File: src/rtl/mem_port.sv
// mem_port: RV32 load/store engine over an 8/16/32-bit synchronous byte-enabled memory.
// Splits one request into aligned bus beats, assembles and extends loads, and rejects illegal requests.
module mem_port #(
  parameter int unsigned MABL = 19,
  parameter int unsigned BUSW = 8
) (
  input  logic              clk,
  input  logic              rst,
  input  logic              en,
  input  logic              wr,
  input  logic [2:0]        funct3,
  input  logic [MABL-1:0]   addr,
  input  logic [31:0]       wdata,
  output logic              ready,
  output logic              err,
  output logic [31:0]       rdata,
  input  logic [BUSW-1:0]   rd,
  output logic [BUSW/8-1:0] we,
  output logic [BUSW-1:0]   wd,
  output logic [MABL-1:0]   ad
);

  localparam int unsigned L    = BUSW / 8;
  localparam int unsigned OFFW = (L > 1) ? $clog2(L) : 1;

  typedef enum logic [2:0] {IDLE, CHECK, XFER, TAIL, DONE} state_t;

  state_t            state;
  logic              wr_q;
  logic [2:0]        funct3_q;
  logic [MABL-1:0]   addr_q;
  logic [31:0]       wdata_q;
  logic [1:0]        cnt;
  logic [31:0]       asm_q;

  int                size_c;
  int                nbeats_c;
  int                off_c;
  int                jw;
  int                jr;
  logic              illegal_c;
  logic              last_c;
  logic [1:0]        nbeat_c;
  logic [1:0]        cbeat_c;
  logic [MABL-1:0]   beat_ad_c;
  logic [L-1:0]      beat_we_c;
  logic [BUSW-1:0]   beat_wd_c;
  logic [31:0]       merged_c;
  logic [31:0]       ext_c;

  // Request decode: size, beat count, lane offset and legality.
  always_comb begin
    size_c = 4;
    case (funct3_q[1:0])
      2'b00:   size_c = 1;
      2'b01:   size_c = 2;
      default: size_c = 4;
    endcase
    nbeats_c  = (size_c > int'(L)) ? size_c / int'(L) : 1;
    off_c     = (L > 1) ? int'(addr_q[OFFW-1:0]) : 0;
    illegal_c = (funct3_q[1:0] == 2'b01 && addr_q[0])
             || (funct3_q[1:0] == 2'b10 && addr_q[1:0] != 2'b00)
             || (!wr_q && (funct3_q == 3'b011 || funct3_q[2:1] == 2'b11))
             || (wr_q && funct3_q[1:0] == 2'b11);
    last_c    = (cnt == 2'(nbeats_c - 1));
  end

  // Beat steering: lanes for the next beat to present, and merge of the beat being captured.
  always_comb begin
    nbeat_c   = (state == CHECK) ? 2'd0 : cnt + 2'd1;
    cbeat_c   = (state == TAIL) ? cnt : cnt - 2'd1;
    beat_ad_c = (addr_q & ~MABL'(L - 1)) + MABL'(int'(nbeat_c) * int'(L));
    beat_we_c = '0;
    beat_wd_c = '0;
    merged_c  = asm_q;
    jw        = 0;
    jr        = 0;
    for (int l = 0; l < int'(L); l++) begin
      jw = int'(nbeat_c) * int'(L) + l - off_c;
      jr = int'(cbeat_c) * int'(L) + l - off_c;
      if (jw >= 0 && jw < size_c) begin
        beat_we_c[l]          = 1'b1;
        beat_wd_c[8*l +: 8]   = wdata_q[8*jw +: 8];
      end
      if (jr >= 0 && jr < size_c) begin
        merged_c[8*jr +: 8]   = rd[8*l +: 8];
      end
    end
  end

  // Sign/zero extension of the fully assembled load.
  always_comb begin
    ext_c = merged_c;
    if (funct3_q[1:0] == 2'b00) begin
      ext_c = {{24{merged_c[7] & ~funct3_q[2]}}, merged_c[7:0]};
    end else if (funct3_q[1:0] == 2'b01) begin
      ext_c = {{16{merged_c[15] & ~funct3_q[2]}}, merged_c[15:0]};
    end
  end

  // Controller FSM; every output is a register.
  always_ff @(posedge clk) begin
    if (rst) begin
      state    <= IDLE;
      ready    <= 1'b0;
      err      <= 1'b0;
      rdata    <= '0;
      we       <= '0;
      wd       <= '0;
      ad       <= '0;
      cnt      <= '0;
      wr_q     <= 1'b0;
      funct3_q <= '0;
      addr_q   <= '0;
      wdata_q  <= '0;
      asm_q    <= '0;
    end else begin
      ready <= 1'b0;
      err   <= 1'b0;
      case (state)
        IDLE: begin
          if (en) begin
            wr_q     <= wr;
            funct3_q <= funct3;
            addr_q   <= addr;
            wdata_q  <= wdata;
            state    <= CHECK;
          end
        end
        CHECK: begin
          if (illegal_c) begin
            ready <= 1'b1;
            err   <= 1'b1;
            state <= DONE;
          end else begin
            cnt   <= '0;
            asm_q <= '0;
            ad    <= beat_ad_c;
            we    <= wr_q ? beat_we_c : '0;
            wd    <= wr_q ? beat_wd_c : '0;
            state <= XFER;
          end
        end
        XFER: begin
          // Read data trails its address by one cycle, so beat cnt-1 lands now.
          if (!wr_q && cnt != 2'd0) begin
            asm_q <= merged_c;
          end
          if (last_c) begin
            we <= '0;
            wd <= '0;
            if (wr_q) begin
              ready <= 1'b1;
              state <= DONE;
            end else begin
              state <= TAIL;
            end
          end else begin
            cnt <= cnt + 2'd1;
            ad  <= beat_ad_c;
            we  <= wr_q ? beat_we_c : '0;
            wd  <= wr_q ? beat_wd_c : '0;
          end
        end
        TAIL: begin
          asm_q <= merged_c;
          rdata <= ext_c;
          ready <= 1'b1;
          state <= DONE;
        end
        DONE: begin
          we    <= '0;
          state <= IDLE;
        end
        default: state <= IDLE;
      endcase
    end
  end

endmodule
File: config.mk
export PLATFORM = sky130hd
export DESIGN_NAME = mem_port
export DESIGN_NICKNAME = d
export VERILOG_FILES = /design/src/rtl/mem_port.sv
export SDC_FILE = /design/constraint.sdc
export NUM_CORES = 1
export LEC_CHECK = 0
export ABC_AREA = 0
export CORE_UTILIZATION = 47
export DETAILED_ROUTE_END_ITERATION = 6
export GPL_ROUTABILITY_DRIVEN = 0
export PLACE_DENSITY = 0.72
export SYNTH_ARGS = -nofsm -noshare
export SYNTH_HDL_FRONTEND = slang
export SYNTH_SLANG_ARGS = --single-unit
File: constraint.sdc
create_clock -name clk -period 3.5 [get_ports clk]
set_clock_uncertainty 0.1 [all_clocks]
set_input_delay 0.35 -clock clk [delete_from_list [all_inputs] [get_ports clk]]
set_output_delay 0.35 -clock clk [all_outputs]
set_load 0.02 [all_outputs]
* After elaboration in Yosys (flattened, before gate mapping)
Cells that the tools add are included.
Storage, ports and cells: logic and storage cells 107, bits of input ports 66, output and inout port bits 62, bits in registers 154
Cells by class: equality and inequality tests 15, reductions and logical operators 26, add/subtract/negate cells 5, bitwise operators 4, shift operators 3, muxes and demuxes 36, order comparisons 5
Operators by type and width (count):
- two-way mux 32 bit | 5
- one-hot mux 32 bit (3 select lines) | 1
- two-way mux 19 bit | 2
- one-hot mux 19 bit (2 select lines) | 1
- negation 5 -> 33 bit | 1
- variable shift 8 x 33 -> 32 bit, first input constant | 1
- indexed part select 8 x 33 -> 32 bit | 1
- bitwise mux 32 bit | 1
- two-way mux 8 bit | 4
- indexed part select 32 x 6 -> 8 bit | 1
- adder 19 x 2 -> 19 bit | 1
- one-hot mux 8 bit (2 select lines) | 1
- two-way mux 3 bit | 4
- one-hot mux 3 bit (4 select lines) | 1
- two-way mux 2 bit | 5
- != test 2 bit, second input constant | 5
- equality test 3 x 2 -> 1 bit, second input constant | 3
- AND reduction 2 bit | 4
- logical AND 1 bit | 7
- two-way mux 1 bit | 7
- equality test 2 bit, second input constant | 3
- < comparator 2 x 3 -> 1 bit | 2
- one-hot mux 1 bit (3 select lines) | 2
- one-hot mux 3 bit (2 select lines) | 1
- other kinds (20) | 30

* Longest topological paths before layout
word-level depth 9, mapped depth 13, gate-level depth less buffers 11

* Worst setup path before layout
No wires, ideal clock.
kind flip-flop to flip-flop, from register cnt[0], to register rdata[16], clock period less this slack 3.569 ns, setup time 0.134 ns, buffers on the path 2, arrival 3.334 ns, cell stages (with the launch flop) 14, data required time 3.266 ns, setup slack -0.069 ns, cell sequence dfxtp_1 -> buf_2 -> inv_1 -> ha_1 -> nand2_1 -> a21boi_0 -> ha_1 -> o21bai_1 -> o21ai_0 -> a21oi_4 -> mux2_4 -> a221oi_4 -> buf_6 -> a211oi_1
On the way: longest elaborated chain between the ends 9, elaborated cells between the ends (all ways) 14, those cells by class 2 x add/sub; 2 x order compare; 2 x shift; 5 x mux; 2 x bitwise; 1 x reduce/logical
RTL lines:
- start, declared | line 33 | logic [1:0] cnt;
- start signal, assigned | line 159 | cnt <= cnt + 2'd1;
- subtractor 2 x 1 -> 2 bit | line 71 | cbeat_c = (state == TAIL) ? cnt : cnt - 2'd1;
- two-way mux 2 bit * | line 71
- negation 5 -> 33 bit | line 86 | merged_c[8*jr +: 8] = rd[8*l +: 8];
- indexed part select 8 x 33 -> 32 bit / variable shift 8 x 33 -> 32 bit (equally long branches) | line 86
- bitwise mux 32 bit | line 86
- two-way mux 32 bit * | line 85 | if (jr >= 0 && jr < size_c) begin
- bitwise AND 1 bit | line 97 | ext_c = {{16{merged_c[15] & ~funct3_q[2]}}, merged_c[15:0]};
- two-way mux 32 bit | line 96 | end else if (funct3_q[1:0] == 2'b01) begin
- two-way mux 32 bit * | line 94 | if (funct3_q[1:0] == 2'b00) begin
- end signal, assigned | line 167 | rdata <= ext_c;
- end, declared | line 16 | output logic [31:0] rdata,
Every way passes the cells marked *; elsewhere a longest branch is shown, timed or not. A chain may end at the register's enable or synchronous reset.

* Worst setup path in the final report
from register cnt[1], to register rdata[23]
The elaborated chain is that of the path after synthesis.

==> results_dict.tcl <==
set metrics [dict create \
    hold_viol_final 0 \
    fin_hold_ws_ns 0.3507 \
    cp_slowest_cell "dfxtp_1" \
    synth_seq_cells 154 \
    cts_tree "done" \
    min_period_ns 3.217 \
    timing.final.crit_share_pct 91.92 \
    final_cells 1111 \
    io_pins 128 \
    routed_wl_um 17400 \
    antenna_cells 0 \
    wl_per_cell_um 15.67 \
    fin_ws_ns 0.2829 \
    dpl.hpwl_um 12000 \
    crit_path_max_fanout 16 \
    crit_path_end_kind "register" \
    grt_pass1_wl_um 28190 \
    async_reset_ff_share_pct 0 \
    slowest_delay_ns 0.41 \
    critPathLaunchType "register" \
    post-route-drc-count 0 \
    setup.worst_path.class "register to register" \
    p_leak_uw 0.003150 \
    post_cts_resize_count 0 \
    critPathRequiredTime_ns 3.67 \
    drive_gt1_share_pct 8.163 \
    setup_violations 0 \
    crit_family "compound AO/OA/AOI/OAI gates" \
    holdBufCountCts 0 \
    drtPass1Iterations 5 \
    vias 6213 \
    worstMarginPinSlew_ns 0.8113 \
    syn-cell-area_mm2 0.006792 \
    die_y_um 122.2 \
    synth_most_common_cell "dfxtp_1" \
    dpl.cell_count 1079 \
    slew_viol_final 0 \
    relSlewSlack_pct 45.59 \
    arrival_ns 3.39 \
    ys_warn_count 0 \
    synth_top_area_share_pct 45.39 \
    yosysSeqAreaShare_pct 45.39 \
    post-synth-top-area-cell "dfxtp_1" \
    grt.overflow.total 0 \
    numCtsBuffers 17 \
    io_buffers 127 \
    synth_ff_type "dfxtp_1" \
    first_global_vias 5902 \
    cts_sinks 154 \
    final_util_pct 63.75 \
    drtIter0Drc 414 \
    ant_nets 0 \
    dp_worst_setup_slack_ns 0.1330 \
    die_area_mm2 0.01494 \
    yosys-top-cells-count "dfxtp_1 (154), nand2_1 (128), nor2_1 (92), a21oi_1 (67), clkbuf_1 (50)" \
    cts_root_buf "clkbuf_16" \
    drv_cap 0 \
    initial_core_util_pct 48.55 \
    nets 994 \
    grt_start_max_net_pins 70 \
    htreeDepth 4 \
    finalSetupTns_ns 0 \
    pwr_density_cell_mw_per_mm2 546.6 \
    clock.fmax_mhz 310.8 \
    status "finished, final reports clean" \
    cts_setup_buffers 0 \
    die_w_um 122.2 \
    routed_via_density 5.592 \
    cts.clk_slew.worst_paths_ns 0.06 \
    avgSynthCellArea_um2 8.447 \
    grt_use_total_pct 24.16 \
    synth_area_leaders "dfxtp_1 (45%), nand2_1 (7.1%), nor2_1 (5.1%)" \
    cp_common_cell "ha_1" \
    hp-class "register to register" \
    yosys.cell_types.count 51 \
    synthesis.instances 804 \
    cts.path.max_buffers 2 \
    worstSkewPairLatency_ns 0.43 \
    synth_edf_count 0 \
    core_mm2 0.01399 \
    rsz0062_at_grt "false" \
    syn2layout_area_growth_pct 31.30 \
    path_cells "inv_1 > ha_1 > nand2_1 > a21boi_2 > ha_1 > o21bai_2 > o21ai_0 > a21oi_4 > mux2_4 > a221oi_4 > buf_4 > a211oi_1" \
    antenna_found_initial 0 \
    synth_nets 880 \
    rows 43 \
    critPathBufInv 2 \
    ir_worst_vdd_uv 384.4 \
]
metal layers:
metal | up-vias | part of all wire [%] | global-route usage, %
met5 | - | 0 | 0
met3 | 36 | 4.9 | 4.740
met1 | 2901 | 44 | 29.47
li1 | 3060 | - | -
met2 | 216 | 49 | 41.29
met4 | 0 | 2.3 | 10.29
through the flow:
step | cell area [um2] | power (uW)
floorplan | 6795 | 2527
global placement | 8258 | 2851
detailed placement | 8258 | 2875
CTS | 8914 | 4892
global route | 8917 | 5064
finish | 8917 | 4874
logic make-up after synthesis:
kind of cell               share of synthesized area, %
and+or+nand+nor                                   21.57
AOI/OAI and AO/OA                                 20.95
DFF                                               45.39
buffers and inverters                             4.311
muxes                                             3.500
xor gates and xnor gates                          2.321
adders and majority gates                         1.953
final timing paths:
check	from	to	slack, ns	depth (start not counted)
worst max-delay path	cnt[1]	rdata[23]	0.28	12
worst min-delay path	asm_q[8]	asm_q[8]	0.35	2
worst max register to register	cnt[1]	rdata[23]	0.28	12
worst min register to register	asm_q[8]	asm_q[8]	0.35	2
cell usage in the layout (no fill, tap or decap), types with 11 or more instances in the layout:
master / n
buf_4: 28
inv_1: 11
clkbuf_16: 17
nand2_1: 128
o21ai_0: 32
clkdlybuf4s50_1: 126
nand2b_1: 11
a21oi_1: 66
a22o_1: 16
a211oi_1: 43
dfxtp_1: 154
nor2_1: 92
mux2i_1: 20
a22oi_1: 25
nand3_1: 12
nand4_1: 13
sequential cells by signal, indices dropped and copies added, names as in the netlist, 2 cells and up:
signal	cells
wd	8
asm_q	32
funct3_q	3
state	3
addr_q	19
rdata	32
cnt	2
ad	19
wdata_q	32
worst register-to-register path, delay by kind of cell, from the launching register on:
family / cells / cell delay (ns)
simple gates: 1 / 0.07
mux: 1 / 0.34
flops: 1 / 0.41
fa+ha+maj: 2 / 0.57
compound gates: 6 / 1.20
buf+inv: 2 / 0.37
power by group:
| group | internal, uW | switching [uW] |
|---|---|---|
| Sequential | 1880 | 87.7 |
| Combinational | 368 | 507 |
| Clock | 1340 | 693 |
layout make-up:
class / count / area, um2
Clock buffer: 25 / 495.5
Inverter: 11 / 41.29
Timing Repair Buffer: 154 / 1471
Clock inverter: 7 / 160.2
Fill cell: 1203 / 5071
Tap cell: 180 / 225.2
Sequential cell: 154 / 3083
Multi-Input combinational cell: 580 / 3441
No activity file was read; power rests on OpenSTA's default activity.
